[src/rtl/dram_port_arbiter.sv]
// dram_port_arbiter: shares one DRAM port between NUM_REQ memory clients.
// The arbiter uses a round-robin grant and allows one transaction in flight (IDLE -> BUSY -> RESP).
// Optional feature: define DRAM_ARB_TIMEOUT_EN to abort a BUSY transaction after TIMEOUT
// cycles without dram_ready. An aborted transaction signals req_error together with req_ready.
module dram_port_arbiter #(
    parameter int unsigned NUM_REQ = 2,
    parameter int unsigned ADDR_W  = 32,
    parameter int unsigned DATA_W  = 32,
    parameter int unsigned TIMEOUT = 255,
    localparam int unsigned ID_W   = (NUM_REQ > 1) ? $clog2(NUM_REQ) : 1
) (
    input  logic                       clk,
    input  logic                       rst,
    input  logic [NUM_REQ-1:0]         req_valid,
    input  logic [NUM_REQ-1:0]         req_we,
    input  logic [NUM_REQ*ADDR_W-1:0]  req_addr,
    input  logic [NUM_REQ*DATA_W-1:0]  req_wdata,
    output logic [NUM_REQ-1:0]         req_ready,
    output logic [NUM_REQ-1:0]         req_error,
    output logic [DATA_W-1:0]          req_rdata,
    output logic [ID_W-1:0]            grant_id,
    output logic                       dram_req,
    output logic                       dram_we,
    output logic [ADDR_W-1:0]          dram_addr,
    output logic [DATA_W-1:0]          dram_wdata,
    input  logic                       dram_ready,
    input  logic [DATA_W-1:0]          dram_rdata
);

    typedef enum logic [1:0] {
        S_IDLE,
        S_BUSY,
        S_RESP
    } state_e;

    if (NUM_REQ < 2 || TIMEOUT < 1) begin : g_cfg_check
        $error("dram_port_arbiter: NUM_REQ must be >= 2 and TIMEOUT >= 1");
    end

    state_e                 state_q;
    logic [ID_W-1:0]        rr_ptr_q;
    logic [ID_W-1:0]        grant_q;
    logic                   dram_req_q;
    logic                   dram_we_q;
    logic [ADDR_W-1:0]      dram_addr_q;
    logic [DATA_W-1:0]      dram_wdata_q;
    logic [NUM_REQ-1:0]     req_ready_q;
    logic [DATA_W-1:0]      req_rdata_q;

    logic                   pick_vld;
    logic [ID_W-1:0]        pick_id;
    logic [ID_W-1:0]        cand;
    logic                   pick_we;
    logic [ADDR_W-1:0]      pick_addr;
    logic [DATA_W-1:0]      pick_wdata;
    logic [NUM_REQ-1:0]     grant_oh;

    assign grant_oh = {{(NUM_REQ-1){1'b0}}, 1'b1} << grant_q;

`ifdef DRAM_ARB_TIMEOUT_EN
    localparam int unsigned CNT_W = ($clog2(TIMEOUT + 1) > 8) ? $clog2(TIMEOUT + 1) : 8;
    localparam logic [CNT_W-1:0] TMO_LAST = CNT_W'(TIMEOUT - 1);

    logic [CNT_W-1:0]       tmo_cnt_q;
    logic [NUM_REQ-1:0]     req_error_q;

    assign req_error = req_error_q;
`else
    assign req_error = '0;
`endif

    // Round-robin pick: first valid requester at or above rr_ptr, wrapping; mux its request fields
    always_comb begin
        pick_vld   = 1'b0;
        pick_id    = '0;
        cand       = '0;
        pick_we    = 1'b0;
        pick_addr  = '0;
        pick_wdata = '0;
        for (int unsigned k = 0; k < NUM_REQ; k++) begin
            cand = ID_W'((32'(rr_ptr_q) + k) % NUM_REQ);
            if (!pick_vld && req_valid[cand]) begin
                pick_vld = 1'b1;
                pick_id  = cand;
            end
        end
        for (int unsigned i = 0; i < NUM_REQ; i++) begin
            if (ID_W'(i) == pick_id) begin
                pick_we    = req_we[i];
                pick_addr  = req_addr[i*ADDR_W +: ADDR_W];
                pick_wdata = req_wdata[i*DATA_W +: DATA_W];
            end
        end
    end

    // Arbiter FSM; every output is a register updated on the state transitions
    always_ff @(posedge clk or negedge rst) begin
        if (!rst) begin
            state_q      <= S_IDLE;
            rr_ptr_q     <= '0;
            grant_q      <= '0;
            dram_req_q   <= 1'b0;
            dram_we_q    <= 1'b0;
            dram_addr_q  <= '0;
            dram_wdata_q <= '0;
            req_ready_q  <= '0;
            req_rdata_q  <= '0;
`ifdef DRAM_ARB_TIMEOUT_EN
            tmo_cnt_q    <= '0;
            req_error_q  <= '0;
`endif
        end else begin
            case (state_q)
                S_IDLE: begin
                    if (pick_vld) begin
                        grant_q      <= pick_id;
                        dram_we_q    <= pick_we;
                        dram_addr_q  <= pick_addr;
                        dram_wdata_q <= pick_wdata;
                        dram_req_q   <= 1'b1;
                        state_q      <= S_BUSY;
`ifdef DRAM_ARB_TIMEOUT_EN
                        tmo_cnt_q    <= '0;
`endif
                    end
                end
                S_BUSY: begin
                    // dram_ready wins over a timeout expiring in the same cycle
                    if (dram_ready) begin
                        if (!dram_we_q) begin
                            req_rdata_q <= dram_rdata;
                        end
                        req_ready_q <= grant_oh;
                        dram_req_q  <= 1'b0;
                        state_q     <= S_RESP;
                    end
`ifdef DRAM_ARB_TIMEOUT_EN
                    else if (tmo_cnt_q == TMO_LAST) begin
                        req_rdata_q <= '0;
                        req_ready_q <= grant_oh;
                        req_error_q <= grant_oh;
                        dram_req_q  <= 1'b0;
                        state_q     <= S_RESP;
                    end else begin
                        tmo_cnt_q <= tmo_cnt_q + 1'b1;
                    end
`endif
                end
                S_RESP: begin
                    req_ready_q <= '0;
`ifdef DRAM_ARB_TIMEOUT_EN
                    req_error_q <= '0;
`endif
                    rr_ptr_q    <= (grant_q == ID_W'(NUM_REQ - 1)) ? '0 : grant_q + 1'b1;
                    state_q     <= S_IDLE;
                end
                default: begin
                    state_q <= S_IDLE;
                end
            endcase
        end
    end

    assign req_ready  = req_ready_q;
    assign req_rdata  = req_rdata_q;
    assign grant_id   = grant_q;
    assign dram_req   = dram_req_q;
    assign dram_we    = dram_we_q;
    assign dram_addr  = dram_addr_q;
    assign dram_wdata = dram_wdata_q;

endmodule
[config.mk]
export PLATFORM = sky130hd
export DESIGN_NAME = dram_port_arbiter
export DESIGN_NICKNAME = d
export VERILOG_FILES = /design/src/rtl/dram_port_arbiter.sv
export SDC_FILE = /design/constraint.sdc
export NUM_CORES = 1
export LEC_CHECK = 0
export CORE_ASPECT_RATIO = 0.6
export CORE_MARGIN = 1.5
export CORE_UTILIZATION = 35
export CTS_CLUSTER_SIZE = 8
export DETAILED_ROUTE_END_ITERATION = 8
export GPL_TIMING_DRIVEN = 0
export MAX_ROUTING_LAYER = met4
export PLACE_DENSITY = 0.77
export SYNTH_ARGS = -nofsm -noshare
export SYNTH_HDL_FRONTEND = slang
export SYNTH_SLANG_ARGS = --single-unit
[constraint.sdc]
create_clock -name clk -period 1.4 [get_ports clk]
set_input_delay 0.35 -clock clk [delete_from_list [all_inputs] [get_ports clk]]
set_output_delay 0.35 -clock clk [all_outputs]
set_load 0.02 [all_outputs]
Word level (Yosys, flattened, before mapping)
Index checks and enable logic that the tools add are counted.
{ "op_classes": {"eq_ne": 4, "addsub": 2, "reduce_logical": 10, "bitwise_logic": 1, "mux": 20, "shift": 1, "n_lt_le_gt_ge": 2} }
{ "op_table": {"columns": ["operator", "n"], "rows": [
  ["2-to-1 mux 32 bit", 2],
  ["2-to-1 mux 1 bit", 12],
  ["one-hot mux 2 bit (2 select lines)", 2],
  ["2-to-1 mux 2 bit", 3],
  ["AND reduction 2 bit", 3],
  ["AND reduction 3 bit", 2],
  ["less-than comparator 1 x 2 -> 1 bit (second input constant)", 2],
  ["!= test 2 bit (second input constant)", 2],
  ["nonzero test 2 bit", 2],
  ["adder 1 bit (second input constant)", 2],
  ["equality test 2 x 1 -> 1 bit (second input constant)", 1],
  ["equality test 2 bit (second input constant)", 1],
  ["logical NOT 2 bit", 1],
  ["one-hot mux 1 bit (2 select lines)", 1],
  ["left shift 1 x 1 -> 2 bit (first input constant)", 1],
  ["logical AND 1 bit", 1],
  ["logical NOT 1 bit", 1],
  ["NOT 1 bit", 1]
]} }
{ "totals": {"register_bits": 104, "wordCells": 49, "input_bits": 167, "output_inout_bits": 103} }

Depth between registers and ports, before layout
{ "logic_depth": {"depth_word": 8, "ltp_mapped": 6, "depth_no_buf": 3} }

Worst setup path before layout
OpenSTA, ideal clock, no wires.
{ "synth_timing": {"path_type": "register to register", "startpoint": "register state_q[1]", "endpoint": "register req_rdata_q[10], in the netlist req_rdata[10]", "t_arrival_ns": 1.341, "path_stages_with_launch": 6, "synth_period_minus_slack_ns": 1.468, "path_buffers": 2, "t_required_ns": 1.272, "slack_ns": -0.068, "setup_time_ns": 0.128, "cell_sequence": "dfrtp_1 > buf_2 > nand3b_4 > nor2_2 > buf_4 > mux2_1"} }
{ "synth_via": {"elab_chain_cells": 2} }
{ "synth_rtl": {"columns": ["item", "line_no", "source"], "rows": [
  ["start, declared", "40", "state_e state_q;"],
  ["start signal, assigned", "99", "state_q <= S_IDLE;"],
  ["start signal, assigned", "121", "state_q <= S_BUSY;"],
  ["start signal, assigned", "135", "state_q <= S_RESP;"],
  ["equality test 2 x 1 -> 1 bit", "113", "case (state_q)"],
  ["AND reduction 3 bit (no line)", null, null],
  ["end signal, assigned", "131", "req_rdata_q <= dram_rdata;"],
  ["end, declared", "48", "logic [DATA_W-1:0] req_rdata_q;"]
]} }
No other way between the ends.
A chain may end at the register's enable or synchronous reset.

Final worst setup path
{ "layout_timing": {"startpoint": "input req_valid[1]", "endpoint": "register dram_wdata_q[2], in the netlist dram_wdata[2]"} }
{ "layout_via": {"elab_chain_cells": 7, "elab_cells_between_ends": 12, "cone_classes": "9 x mux; 3 x reduce/logical"} }
{ "layout_rtl": {"columns": ["item", "line_no", "source"], "rows": [
  ["start, declared", "14", "input logic [NUM_REQ-1:0] req_valid,"],
  ["2-to-1 mux 1 bit (not written as such) (2 in series)", "82", "if (!pick_vld && req_valid[cand]) begin"],
  ["2-to-1 mux 1 bit", "82", null],
  ["logical NOT 1 bit", "82", null],
  ["logical AND 1 bit", "82", null],
  ["2-to-1 mux 1 bit", "82", null],
  ["2-to-1 mux 32 bit or AND reduction 2 bit (tied branches)", null, null],
  ["end signal, assigned", "119", "dram_wdata_q <= pick_wdata;"],
  ["end, declared", "46", "logic [DATA_W-1:0] dram_wdata_q;"]
]} }
Parallel ways exist; a longest one is shown, timed or not. The select of a mux whose other input is x is not followed.

==> metrics.txt <==
minimum clock period=1.44 ns; Slew HR=61.6%; drt first-iter violations=285; cell taking the most area after synthesis=dfrtp_1; global-route wire length before repair=27100 µm; Final nets=941; CP Depth=5; Critical Path Start Type=primary input; FF+latch count, synth=104; GRT Total Usage=~25%; top-count cell post-synth=dfrtp_1; CTS Hold Bufs=0; vias per cell=5.43; Most used DFF post-synth=dfrtp_1; num ports=270; drt total wl=approximately 18000 µm; warnings from Yosys=0; R2R Path Start=state_q[1]; CP max-delay cell=clkbuf_1; top-area cell type share of the netlist area=53.5%; antenna violations before repair=0; CTS tree=built; FF-to-FF End=dram_wdata[13]; Mapped Area=~5000 µm²; final setup violation count=30; delay-heaviest family, CP=buffers and inverters; P_leak=approximately 3.5 nW; Reg2Reg Depth=6; Die Area=14600 µm²; Clk Latency, worst-skew pair=0.35 ns; Hold Violations, Final=4; distinct cell type count after synthesis=24; DRC=0; Post-synth ARST share=100%; kind of critical path=in2reg; Worst EP arrival=1.70 ns; area of the core=around 14000 µm²; floorplan row count=33; flop2flop setup slack=-0.02 ns; min-delay worst type=in2async; ANT nets after route=0; Area growth, synth to finish=71.2%; largest net degree at the start of global routing=64; Worst Skew=0.00991 ns; diode count=0; detailed placement HPWL=between 10000 and 15000 µm; Setup WS post-layout=-0.0391 ns; status=finished, violations left; CTS sink cnt=approximately 100; register area share after synthesis=53.5%; fmax=0.695 GHz; Post-Place Worst Slack=-0.824 ns; Worst IR Drop VDD=between 800 and 900 µV; worst-case clock buffer depth=2; crit-path max cell delay=0.40 ns; CTS root buffer=clkbuf_16; cell count after synthesis=between 400 and 500; period utilisation layout=103%; failing checks=hold timing, setup timing; Synth top cells by count=dfrtp_1 (104), a21oi_1 (66), o21ai_0 (66), nand3_1 (65), a31oi_1 (55); number of global-route vias before repair=~5100; Inserted Clock Buffers=9; final global-route overflow total=0; via count=5176; GP Congestion=between 0.8 and 0.9; die width=about 160 µm; H-tree Lvls=3; die height=94.4 µm; crit end category=flop; maxcap violations=0; largest cells by area after synthesis=dfrtp_1 (53%), mux2_1 (7.4%), a31oi_1 (7.1%); initial cell density of the core=35.7%; max-slew violation count=0; Avg Inst Size Synth=10.2 µm²; share of post-route cells with drive strength above 1=30.4%; DR pass1 iterations=4; Pwr Total=17.6 mW; Worst Tran Pin Value=slightly below 0.6 ns; critical-path cell list=dlygate4sd2_1, buf_2, clkbuf_1, nand3_1, a31oi_1; P per Cell Area=about 2100 nW/µm²; unrepaired setup endpoints after global routing=yes; Port Buf Inserts=between 200 and 300; Reg clk slew, reported paths=about 0.070 ns; WL/cell=approximately 19 µm; WP buf/inv=3; Crit Path Max Fanout=10; CP required=1.66 ns; Fin Hold WS=-0.0111 ns; Post-synth EDFFs=0
sequential cells by signal, summed over array words and instances (netlist names):
name	count
dram_addr	32
dram_req	1
dram_wdata	32
dram_we	1
grant_id	1
req_rdata	32
req_ready	2
rr_ptr_q	1
state_q	2
how the worst max path moves through the flow:
stage	from	to	slack, ns
after floorplan	state_q[1]	req_rdata[10]	-0.02
after global placement	rst	dram_addr[12]	-3.97
after detailed placement	req_valid[1]	dram_wdata[17]	-0.82
after CTS	state_q[1]	req_rdata[19]	-0.08
after global routing	state_q[1]	dram_wdata[14]	-0.12
final	req_valid[1]	dram_wdata[2]	-0.04
layout by cell type (no fill, tap or decap), types with 2 or more instances in the layout:
master,instances
o21ai_1,7
nand2b_1,2
clkdlybuf4s15_2,25
buf_8,9
clkdlybuf4s50_1,162
inv_8,2
o21ai_0,60
dfrtp_2,3
buf_2,11
clkbuf_2,79
a21oi_1,66
clkbuf_4,2
dlygate4sd2_1,3
a31oi_2,14
a22o_1,3
mux2_4,31
clkbuf_8,2
a31oi_1,49
inv_2,2
buf_6,6
nand2_1,6
clkinvlp_4,2
dfrtp_1,101
buf_12,6
conb_1,2
clkbuf_1,7
buf_4,19
clkdlybuf4s15_1,6
clkbuf_16,10
nand3_1,65
nor2_4,2
a31oi_4,2
where the power goes:
part	switching (mW)	total (mW)	internal (mW)	leakage [nW]
clock network	1.20	2.63	1.42	0.146
logic	5.21	9.56	4.35	2.15
registers	0.922	5.46	4.53	1.19
per-layer routing:
layer	part of all wire [%]	up-vias	global-route usage [%]	routed length (µm)
li1	-	2371	-	-
met1	44	2516	32.1	7880
met2	46	259	38.3	8220
met3	8.0	30	6.56	1440
met4	1.9	0	6.90	347
met5	0	-	-	0
logic make-up after synthesis:
logic type             after synthesis  share of synthesized area (%)
flip-flops                         104                           53.5
buffers and inverters               58                           6.25
AO/OA/AOI/OAI                      203                           24.2
multiplexers                        32                           7.40
other                                1                         0.0770
AND/OR/NAND/NOR                     81                           8.66
stage by stage:
step	hold WS, ns	std cells	util [%]	area [µm²]	setup TNS [ns]
2_1_floorplan	0.0544	480	-	4880	-0.696
4_1_cts	0.00221	950	62.1	8460	-1.30
6_report	-0.0111	954	61.2	8340	-0.273
5_1_grt	0.0291	954	61.2	8340	-7.60
3_5_place_dp	0.383	923	57.2	7790	-63.48
3_3_place_gp	0.466	922	57.0	7770	-471.75
cell type report:
type / instances / area (µm²)
fill: 1152 / 5290
sequential: 104 / 2610
timing repair buffer: 285 / 2580
multi-input combinational: 318 / 2170
buffer: 54 / 445
clock buffer: 9 / 225
tap: 175 / 219
clock inverter: 7 / 85.1
inverter: 2 / 7.51
repair_timing:
item                                    in CTS  in global routing
pin swaps                                    4                  4
buffers inserted                            10                  3
endpoints found under the setup margin     197                168
resized for setup                          307                131
gates cloned                                 3                  2
worst reg2reg max path, stage by stage (launching register included):
cell,delay (ns)
dfrtp_2,0.42
buf_6,0.12
nor2_4,0.17
and2_4,0.19
buf_12,0.15
buf_8,0.15
a31oi_2,0.10
(Power assumes the default switching activity.)
